--- config.mk ---
export PLATFORM = sky130hd
export DESIGN_NAME = irq_controller
export DESIGN_NICKNAME = d
export VERILOG_FILES = /design/src/rtl/irq_controller.sv
export SDC_FILE = /design/constraint.sdc
export NUM_CORES = 1
export LEC_CHECK = 0
export ABC_AREA = 0
export BUFFER_PORTS_ARGS = -buffer_cell sky130_fd_sc_hd__clkbuf_2
export CAP_MARGIN = 25
export CORE_UTILIZATION = 35
export DETAILED_ROUTE_END_ITERATION = 16
export GPL_TIMING_DRIVEN = 0
export SLEW_MARGIN = 20
export SYNTH_ARGS = -nofsm -noshare
export SYNTH_HDL_FRONTEND = slang
export SYNTH_SLANG_ARGS = --single-unit
--- constraint.sdc ---
create_clock -name clk -period 20.7 [get_ports clk]
set_input_delay 2.07 -clock clk [delete_from_list [all_inputs] [get_ports clk]]
set_output_delay 2.07 -clock clk [all_outputs]
set_load 0.1 [all_outputs]
--- src/rtl/irq_controller.sv ---
// Interrupt controller for the Pokemon Mini core: edge-latched flags, enable/priority gating,
// one-at-a-time req/ack delivery. Define IRQ_CTRL_NMI_EN to make source 0 non-maskable.
module irq_controller #(
    parameter logic [23:0] IRQ_PRI = 24'h002020,
    parameter logic [23:0] IRQ_ENA = 24'h002023,
    parameter logic [23:0] IRQ_ACT = 24'h002027
) (
    input  logic        clk,
    input  logic        reset,
    input  logic        clk_ce_cpu,
    input  logic        bus_write,
    input  logic        bus_read,
    input  logic [23:0] bus_address_in,
    input  logic [7:0]  bus_data_in,
    output logic [7:0]  bus_data_out,
    input  logic [15:0] irq_in,
    input  logic [1:0]  cpu_ilevel,
    input  logic        irq_ack,
    output logic        irq_req,
    output logic [3:0]  irq_vector,
    output logic [1:0]  irq_level
);
    typedef enum logic [1:0] {S_IDLE, S_PEND, S_ACKW} state_t;

    state_t            state_q, state_d;
    logic [15:0]       pri_q, ena_q, flag_q, irq_in_q;
    logic [15:0]       flag_d, clr_mask, ack_clr, elig;
    logic [15:0][1:0]  src_pri;
    logic [3:0]        win_vec, vec_q, vec_d;
    logic [1:0]        win_lvl, lvl_q, lvl_d;
    logic              req_q, req_d;
    logic              wr;
    logic              unused_bus_read;

    assign unused_bus_read = bus_read;
    assign wr = clk_ce_cpu & bus_write;

    always_comb begin
        clr_mask = '0;
        if (wr && bus_address_in == IRQ_ACT)          clr_mask[7:0]  = bus_data_in;
        if (wr && bus_address_in == IRQ_ACT + 24'd1)  clr_mask[15:8] = bus_data_in;
    end

    always_comb begin
        for (int i = 0; i < 16; i++) begin
            src_pri[i] = pri_q[(i/2)*2 +: 2];
            elig[i]    = flag_q[i] & ena_q[i] & (src_pri[i] > cpu_ilevel);
        end
`ifdef IRQ_CTRL_NMI_EN
        src_pri[0] = 2'd3;
        elig[0]    = flag_q[0];
`endif
    end

    // Scan high index to low with >= so the lowest index wins a tie; with NMI,
    // source 0 carries level 3 and is scanned last, so it always wins.
    always_comb begin
        win_vec = '0;
        win_lvl = '0;
        for (int i = 15; i >= 0; i--) begin
            if (elig[i] && src_pri[i] >= win_lvl) begin
                win_vec = 4'(i);
                win_lvl = src_pri[i];
            end
        end
    end

    always_comb begin
        state_d = state_q;
        req_d   = req_q;
        vec_d   = vec_q;
        lvl_d   = lvl_q;
        ack_clr = '0;
        case (state_q)
            S_IDLE: begin
                if (|elig) begin
                    state_d = S_PEND;
                    req_d   = 1'b1;
                    vec_d   = win_vec;
                    lvl_d   = win_lvl;
                end
            end
            S_PEND: begin
                if (irq_ack) begin
                    ack_clr[vec_q] = 1'b1;
                    req_d          = 1'b0;
                    state_d        = S_ACKW;
                end else if (!elig[vec_q]) begin
                    req_d   = 1'b0;
                    state_d = S_IDLE;
                end
            end
            S_ACKW: begin
                if (!irq_ack) state_d = S_IDLE;
            end
            default: state_d = S_IDLE;
        endcase
    end

    // A new edge in the same cycle as a clear keeps the flag set.
    assign flag_d = (flag_q & ~(clr_mask | ack_clr)) | (irq_in & ~irq_in_q);

    always_ff @(posedge clk or posedge reset) begin
        if (reset) begin
            state_q  <= S_IDLE;
            req_q    <= 1'b0;
            vec_q    <= '0;
            lvl_q    <= '0;
            pri_q    <= '0;
            ena_q    <= '0;
            flag_q   <= '0;
            irq_in_q <= '0;
        end else begin
            state_q  <= state_d;
            req_q    <= req_d;
            vec_q    <= vec_d;
            lvl_q    <= lvl_d;
            flag_q   <= flag_d;
            irq_in_q <= irq_in;
            if (wr) begin
                if (bus_address_in == IRQ_PRI)         pri_q[7:0]  <= bus_data_in;
                if (bus_address_in == IRQ_PRI + 24'd1) pri_q[15:8] <= bus_data_in;
                if (bus_address_in == IRQ_ENA)         ena_q[7:0]  <= bus_data_in;
                if (bus_address_in == IRQ_ENA + 24'd1) ena_q[15:8] <= bus_data_in;
            end
        end
    end

    always_comb begin
        bus_data_out = 8'h00;
        if (bus_address_in == IRQ_PRI)         bus_data_out = pri_q[7:0];
        if (bus_address_in == IRQ_PRI + 24'd1) bus_data_out = pri_q[15:8];
        if (bus_address_in == IRQ_ENA)         bus_data_out = ena_q[7:0];
        if (bus_address_in == IRQ_ENA + 24'd1) bus_data_out = ena_q[15:8];
        if (bus_address_in == IRQ_ACT)         bus_data_out = flag_q[7:0];
        if (bus_address_in == IRQ_ACT + 24'd1) bus_data_out = flag_q[15:8];
    end

    assign irq_req    = req_q;
    assign irq_vector = vec_q;
    assign irq_level  = lvl_q;
endmodule
Word level (Yosys, flattened, before mapping) --
Cells that the tools add are included.
Word-level totals: register bits after elaboration 73, bits of input ports 56, output and inout bits 15, word-level logic and storage cells 170
Cells by class: $lt $le $gt $ge 26, eq/ne operators 11, mux-type cells 55, bitwise logic cells 39, reduce and logical (&&, ||, !) cells 29
Operators by type and width (number):
- 24-bit by 14-bit equality test with 1-bit output (second input constant) | 6
- 4-bit two-way mux | 16
- 8-bit two-way mux | 8
- 2-bit two-way mux | 20
- 1-bit AND | 33
- 16-bit AND | 2
- 16-bit two-way mux | 2
- 16-bit NOT | 2
- 16-bit bitwise OR | 2
- 2-bit >= comparator | 15
- 1-bit logical AND | 19
- 2-bit > comparator | 8
- 16-bit OR reduction | 1
- 2-bit AND reduction | 5
- 2-bit one-hot mux with 3 select lines | 1
- 3-bit AND reduction | 2
- 4-bit by 5-bit less-than comparator with 1-bit output (second input constant) | 1
- 1-bit two-way mux | 5
- 1-bit binary-select mux with 4-bit select | 1
- 1-bit demux with 4-bit select | 1
- 4-bit by 1-bit >= comparator with 1-bit output (second input constant) | 1
- 2-bit inequality test (second input constant) | 2
- 3-bit inequality test (second input constant) | 1
- 2-bit by 1-bit equality test with 1-bit output (second input constant) | 1
- other kinds (5) | 5

Depth between registers and ports, before layout --
Gate-level depths: netlist of run 1.
word-level depth 49, mapped depth 91

Least setup slack after synthesis of run 1 --
No wires, ideal clock.
kind in2reg, from input cpu_ilevel[1], to register lvl_q[1], in the netlist irq_level[1], data arrival time 17.539 ns, path buffers 0, data required time 20.574 ns, stages 91, slack 3.036 ns, cell sequence inv_1 ha_1 and2_1 a21o_1 nor3_1 ha_1 nand2b_1 or2_2 a21o_1 nand3_1 nand2_1 ha_1 nand2b_1 a21o_1 and3_4 o211ai_4 ha_1 nand2b_1 (+55 left out) a21boi_0 a31oi_1 nand2_1 mux2i_2 inv_1 ha_1 nand2b_1 maj3_2 nand2_1 nor2_1 a21oi_2 ha_1 nand2b_1 a21oi_1 nor2_1 nand2_1 o21ai_0 mux2_2
Between the ends: word-level cells in the longest chain between the ends 49, elaborated cells between the ends (all ways) 73, classes of those cells order compare: 23; mux: 16; bitwise: 16; reduce/logical: 18
Ends and longest elaborated chain:
- start, declared | RTL line 17 | input logic [1:0] cpu_ilevel,
- 2-bit > comparator | RTL line 47 | elig[i] = flag_q[i] & ena_q[i] & (src_pri[i] > cpu_ilevel);
- 1-bit AND | RTL line 47
- 1-bit logical AND | RTL line 61 | if (elig[i] && src_pri[i] >= win_lvl) begin
- 2-bit two-way mux | RTL line 61
- 2-bit >= comparator | RTL line 61
- 1-bit logical AND | RTL line 61
- 2-bit two-way mux | RTL line 61
- 2-bit >= comparator | RTL line 61
- (+33 left out)
- 1-bit logical AND | RTL line 61
- 2-bit two-way mux | RTL line 61
- 2-bit >= comparator | RTL line 61
- 1-bit logical AND | RTL line 61
- 2-bit two-way mux | RTL line 61
- 2-bit >= comparator | RTL line 61
- 1-bit logical AND | RTL line 61
- 2-bit two-way mux | RTL line 61
- end signal, assigned | RTL line 117 | lvl_q <= lvl_d;
- end, declared | RTL line 30 | logic [1:0] win_lvl, lvl_q, lvl_d;
Several ways; a longest one is shown, not always the timed one. A chain may end at the register's enable or synchronous reset.

Worst setup path after layout of run 1 --
from input cpu_ilevel[1], to register lvl_q[0], in the netlist irq_level[0]
Same word-level chain as after synthesis.

==> results of run 1 <==
per-layer routing:
metal,GRT usage (%),vias to the layer above,wire [um]
met2,34.8,148,6960
met1,27.7,2234,6930
met5,0,-,0
met3,3.72,30,725
li1,-,2220,-
met4,8.46,0,397
sequential cells by signal, indices dropped and copies added, names as in the netlist:
| name | cells |
|---|---|
| flag_q | 16 |
| ena_q | 16 |
| irq_in_q | 16 |
| irq_level | 2 |
| state_q | 2 |
| irq_req | 1 |
| pri_q | 16 |
| irq_vector | 4 |
layout make-up:
cell class	count	area [um^2]
fillers	1386	8090
flip-flops and latches	73	1830
plain buffers	12	46.3
clock buffers	9	225
repair buffers	68	355
inverters	42	160
clock inverters	7	53.8
multi-input cells	430	3060
well taps	180	225
cell usage in the layout (no fill, tap or decap), types with 9 or more instances in the layout:
master and n:
clkbuf_16 9, nor2_1 30, a21oi_1 15, inv_1 41, clkbuf_2 67, nand3_1 29, nand2_1 78, clkbuf_1 10
dfrtp_1 73, o21ai_0 36, a22oi_1 12, nor2b_1 20, nand2b_1 13, o2111ai_1 16, a22o_1 13, mux2_2 35
ha_1 31
worst min path at each step:
stage / slack (ps) / to / from
floorplan: 400 / flag_q[0]$_DFF_PP0_ / irq_in_q[0]$_DFF_PP0_
global placement: 400 / flag_q[10]$_DFF_PP0_ / irq_in_q[10]$_DFF_PP0_
detailed placement: 410 / flag_q[8]$_DFF_PP0_ / irq_in_q[8]$_DFF_PP0_
CTS: 420 / flag_q[8]$_DFF_PP0_ / irq_in_q[8]$_DFF_PP0_
global route: 440 / flag_q[10]$_DFF_PP0_ / irq_in_q[10]$_DFF_PP0_
finish: 410 / flag_q[8]$_DFF_PP0_ / irq_in_q[8]$_DFF_PP0_
cells by family (layout without fill, tap and decap cells):
logic type,after synthesis,count (layout)
AOI/OAI and AO/OA,152,152
adders and majority gates,35,35
buffers and inverters,54,138
DFF,73,73
muxes,39,39
and+or+nand+nor,204,204
through the flow:
step	worst slack, ps	hold slack, ps	cell area, um^2
global route	39.8	436	5950
floorplan	3040	400	5080
detailed placement	871	408	5670
finish	1290	414	5950
global placement	1310	402	5650
CTS	1140	418	5950
worst max-delay path, delay by kind of cell:
kind	cells	cell delay, ps
AOI/OAI and AO/OA	30	5040
adders and majority gates	19	5500
buffers and inverters	3	450
muxes	2	730
and+or+nand+nor	38	5810
power by group:
group / switching (W) / internal (W)
clock network: 0.0000640 / 0.0000818
registers: 0.00000127 / 0.000145
logic: 0.0000231 / 0.00000876
timing repair:
item	in CTS	in global routing
endpoints found under the setup margin	0	6
setup buffers	0	0
hold buffers	0	0
gates resized for setup	0	2
==> results by group, run 1 <==
Critical path
  – CP max FO: 8
  – FF-to-FF setup slack: between 2000 and 3000 ps
  – Reg2Reg Launch Point: pri_q[14]$_DFFE_PP0P_
  – Critical path origin: cpu_ilevel[1]
  – Reg2Reg Depth: 91
  – Worst EP arrival: 19680 ps
  – Crit start category: input port
  – Crit end category: register
  – Critical path class: in -> reg
  – FF-to-FF End: irq_level[0]$_DFFE_PP0P_
  – Crit-path most repeated cell: ha_1
  – Crit-path max cell delay: 420 ps
  – Worst EP required: 20970 ps
  – Critical path's slowest cell: mux2_2
  – Critical path destination: irq_level[0]$_DFFE_PP0P_

Synth
  – Synth Instances: 557
  – Ranking of synthesized cells by area: dfrtp_1 36%, mux2_2 7.8%, ha_1 7.6%
  – Area of the mapped netlist: between 0.005 and 0.006 mm^2
  – Synth area leader: dfrtp_1
  – Synth top area share: 35.9%
  – Synth cell count leaders: 78 x nand2_1, 73 x dfrtp_1, 42 x inv_1
  – Cell with the most instances after synthesis: nand2_1
  – Post-synthesis mux area share: 9.35%
  – Simple-gate area share of the yosys netlist: slightly below 20%
  – Synth Warn #: 0
  – Top FF cell, synth: dfrtp_1
  – XOR/XNOR share of the synthesized area: 0%
  – Seq/Total Area, Yosys: roughly 36%
  – FF+latch count, synth: 73
  – Post-synth EDFFs: 0
  – Syn Nets: around 640
  – Async set or reset register ratio after synthesis: 100%
  – Post-Synthesis Mean Instance Area: 9.13 um^2
  – Largest family of logic cells by synthesized area: compound AO/OA/AOI/OAI gates
  – Compound-Gate Fraction of Synth Area: 22.4%
  – Post-synthesis adder-cell area fraction: about 8.4%
  – Distinct cells, synth: 62

Place
  – RePlAce Congestion: 0.917
  – Post-DP HPWL: between 10000 and 15000 um
  – I/O Buffers: 67
  – Inst Count DP: around 810

Drt
  – Drt pass-1 iters: 6
  – DRT iter0 DRCs: between 300 and 400
  – DR DRC count: 0
  – Via density per instance: about 5.6
  – Final WL: roughly 15000 um
  – Routed Antenna Nets: 0
  – WL/cell: between 15 and 20 um
  – Vias post-DR: between 4000 and 5000

Pwr
  – Post-route total power: around 0.00032 W
  – Static Leakage: 2.71 nW
  – Pwr dens: 54.5 mW/mm^2
  – Peak supply drop: a little over 0.00007 V

GRT
  – Largest net degree at the start of global routing: 42
  – Gr usage total: 21.3%
  – Residual overflow from global routing: 0
  – First-pass GRT wire length: between 20000 and 25000 um
  – Vias in the first global route: between 4000 and 5000
  – Initial antenna violation count: 0

Floorplan
  – Die Wd: 123 um
  – IO Pins: between 70 and 80
  – Die height: 123 um
  – Initial Util: 36.2%
  – Core footprint: roughly 0.014 mm^2
  – Rows: 43
  – Die area: about 0.015 mm^2

Clock tree
  – Root Buffer: clkbuf_16
  – Clock Latency Late Sink: ~340 ps
  – Clock Path Buffers: 2
  – H-tree depth: 3
  – CTS tree: built
  – Total CTS buffers: 9
  – Clock sinks: 73
  – CTS clock-pin slew for the worst setup and hold paths: ~60 ps

Timing
  – Unrepaired setup endpoints after global routing: no
  – Setup TNS: 0 ps
  – # setup viols final: 0
  – Slew Viols, Final: 0
  – Max transition margin: between 30% and 40%
  – Final Hold Fails: 0
  – Final Critical Period: between 15000 and 20000 ps
  – Worst-Margin Slew: ~970 ps
  – Fmax: around 50 MHz
  – Period utilization: a little over nine tenths
  – Final worst clock skew: around 7.3 ps

Finish
  – Nets: between 700 and 800
  – Final core occ: between 40% and 50%
  – Ant. Diodes: 0
  – Area Overhead vs Synth: 17.1%
  – Layout cells sized above 1: 22.5%
  – Cell Count, Final, Fillers Out: between 800 and 900

Flow run
  – Max Cap Viol: 0

Min path
  – Worst min-delay path class: reg -> reg
  – Hold path cells: 1

Status
  – Outcome: finished clean
Power figures use the tool's default switching activity.
==> inputs of run 2 (changes only) <==
Settings changed: RECOVER_POWER set to 25.
==> run 2 against run 1 <==
  * The flow now finishes with violations (max-capacitance violations, max-slew violations)
  * Via count is 0.22% higher
  * Routed wire length is 0.50% higher
  * Clock skew is 0.55 ps higher
  * Power hardly changed
  * Combinational power hardly changed
  * Critical path depth stayed put
  * Final cell count stayed put
  * Critical path type unchanged
  * Largest power group unchanged
  * Highest routed layer unchanged
==> results by group, run 2 (synthesis gave the netlist of run 1 again) <==
Status
  – Outcome: complete, but fails checks
  – Failing checks: max-capacitance violations, max-slew violations

Clock tree
  – CTS resizes: 0 (unchanged)
  – CTS clock-pin slew for the worst setup and hold paths: 60 ps (about the same)
  – Setup bufs post-CTS: 0 (unchanged)
  – Hold Buf Count CTS: 0 (unchanged)
  – Total CTS buffers: 9 (unchanged)
  – H-tree depth: 3 (unchanged)
  – Clock Latency Late Sink: 340 ps (about the same)
  – Root Buffer: clkbuf_16
  – CTS tree: built
  – Clock Path Buffers: 2 (unchanged)
  – Clock sinks: 73 (unchanged)

Timing
  – Fmax: 51.5 MHz (about the same)
  – Worst-Margin Slew: 1580 ps (+604 ps)
  – Final worst clock skew: 7.84 ps (+0.554 ps)
  – Final Critical Period: 19420 ps (+2.95 ps)
  – Final WS setup: 1280 ps (-2.95 ps)
  – Setup TNS: 0 ps (unchanged)
  – Unrepaired setup endpoints after global routing: no
  – Period utilization: 93.8% (about the same)
  – # setup viols final: 0 (unchanged)
  – Max transition margin: -5.61% (-40 points)
  – Final Hold Fails: 0 (unchanged)
  – Slew Viols, Final: 33 (+33)

Finish
  – # fillers: 1389 (+0.22%)
  – Post-route cell area: 0.00593 mm^2 (-0.34%)
  – Commonest cells after routing, fill and taps aside: 78 x nand2_1, 73 x dfrtp_1, 52 x clkbuf_2, 41 x inv_1, 36 x o21ai_0
  – Nets: 723 (unchanged)
  – Ant. Diodes: 0 (unchanged)
  – Layout cells sized above 1: 20.1% (-2.3 points)
  – Area Overhead vs Synth: 16.7%
  – Commonest non-fill, non-tap cell in the layout: nand2_1

Critical path
  – Critical path class: in -> reg
  – Crit-path most repeated cell: ha_1
  – Crit end category: register
  – Crit-path max cell delay: 430 ps (about the same)
  – Worst EP arrival: 19680 ps (about the same)
  – CP max FO: 8 (unchanged)
  – Critical path's slowest cell: mux2_2
  – Crit start category: input port
  – Worst EP required: 20970 ps (about the same)

Drt
  – Vias post-DR: 4642 (+0.22%)
  – Drt pass-1 iters: 5 (-1)
  – DRT iter0 DRCs: 297 (-3.9%)
  – Via density per instance: 5.65 (+0.22%)
  – WL/cell: 18.4 um (+0.50%)
  – DR DRC count: 0 (unchanged)
  – Final WL: 15100 um (+0.50%)
  – Routed Antenna Nets: 0 (unchanged)

Floorplan
  – Core footprint: 0.0140 mm^2 (unchanged)
  – Initial Util: 36.2% (unchanged)
  – IO Pins: 71 (unchanged)
  – Die area: 0.0150 mm^2 (unchanged)
  – Die Wd: 123 um (unchanged)
  – Die height: 123 um (unchanged)
  – Rows: 43 (unchanged)

Min path
  – Worst min-delay path class: reg -> reg

Place
  – RePlAce Congestion: 0.917 (unchanged)
  – Pre-CTS setup slack: 871 ps (unchanged)
  – DP Area: 0.00567 mm^2 (unchanged)
  – Post-DP HPWL: 12000 um (unchanged)
  – I/O Buffers: 67 (unchanged)

GRT
  – Initial antenna violation count: 0 (unchanged)
  – Residual overflow from global routing: 0 (unchanged)
  – First-pass GRT wire length: 23700 um (unchanged)
  – Vias in the first global route: 4619 (unchanged)
  – Largest net degree at the start of global routing: 42 (unchanged)
  – Gr usage total: 21.3% (unchanged)

Pwr
  – Peak supply drop: 0.0000730 V (+3.1%)
  – Static Leakage: 2.66 nW (-1.8%)
  – Pwr dens: 54.6 mW/mm^2 (+0.34%)

Flow run
  – Max Cap Viol: 1 (+1)
==> run 2: path summary, 6_finish.rpt <==
| path | end | slack, ps | start | depth (start not counted) |
|---|---|---|---|---|
| max | irq_level[0]$_DFFE_PP0P_ | 1280 | cpu_ilevel[1] | 92 |
| min | flag_q[8]$_DFF_PP0_ | 410 | irq_in_q[8]$_DFF_PP0_ | 1 |
| max reg2reg | irq_level[0]$_DFFE_PP0P_ | 2940 | pri_q[14]$_DFFE_PP0P_ | 91 |
| min reg2reg | flag_q[8]$_DFF_PP0_ | 410 | irq_in_q[8]$_DFF_PP0_ | 1 |
| max in group asynchronous | pri_q[11]$_DFFE_PP0P_ | 17820 | reset | 3 |
| min in group asynchronous | irq_in_q[15]$_DFF_PP0_ | 2070 | reset | 2 |
==> run 2: critical path: cells and delay by family <==
family	cells	cell delay [ps]
AOI/OAI and AO/OA	30	5050
buffers and inverters	3	450
adders and majority gates	19	5510
muxes	2	740
and+or+nand+nor	38	5800
==> run 2: power by group <==
part / internal, W / total, W / leakage (nW) / switching [W]
Clock: 0.0000818 / 0.000146 / 0.128 / 0.0000643
Combinational: 0.00000838 / 0.0000315 / 1.65 / 0.0000231
Sequential: 0.000145 / 0.000147 / 0.886 / 0.00000127
==> run 2: routing by layer <==
metal,vias to the layer above,part of all wire [%],GRT usage [%]
met5,-,0,0
met4,0,2.4,8.46
met3,26,5.0,3.72
met2,162,46,34.8
met1,2234,46,27.7
li1,2220,-,-
==> run 2: through the flow <==
stage	total power [W]	hold slack (ps)	utilization [%]	cells
4_1_cts	0.000328	418	42.4	821
6_report	0.000324	415	42.3	821
3_5_place_dp	0.000181	408	40.4	805
5_1_grt	0.000336	436	42.3	821
2_1_floorplan	0.000168	400	-	557
3_3_place_gp	0.000180	402	40.2	804
==> run 2: area by class of cell <==
type	count	area, um^2	share of cell area (%)
Buffer	12	46.3	0.780
Inverter	42	159	2.68
Multi-Input combinational cell	430	3060	51.6
Tap cell	180	225	3.80
Timing Repair Buffer	68	337	5.67
Clock inverter	7	53.8	0.907
Clock buffer	9	225	3.80
Sequential cell	73	1830	30.8
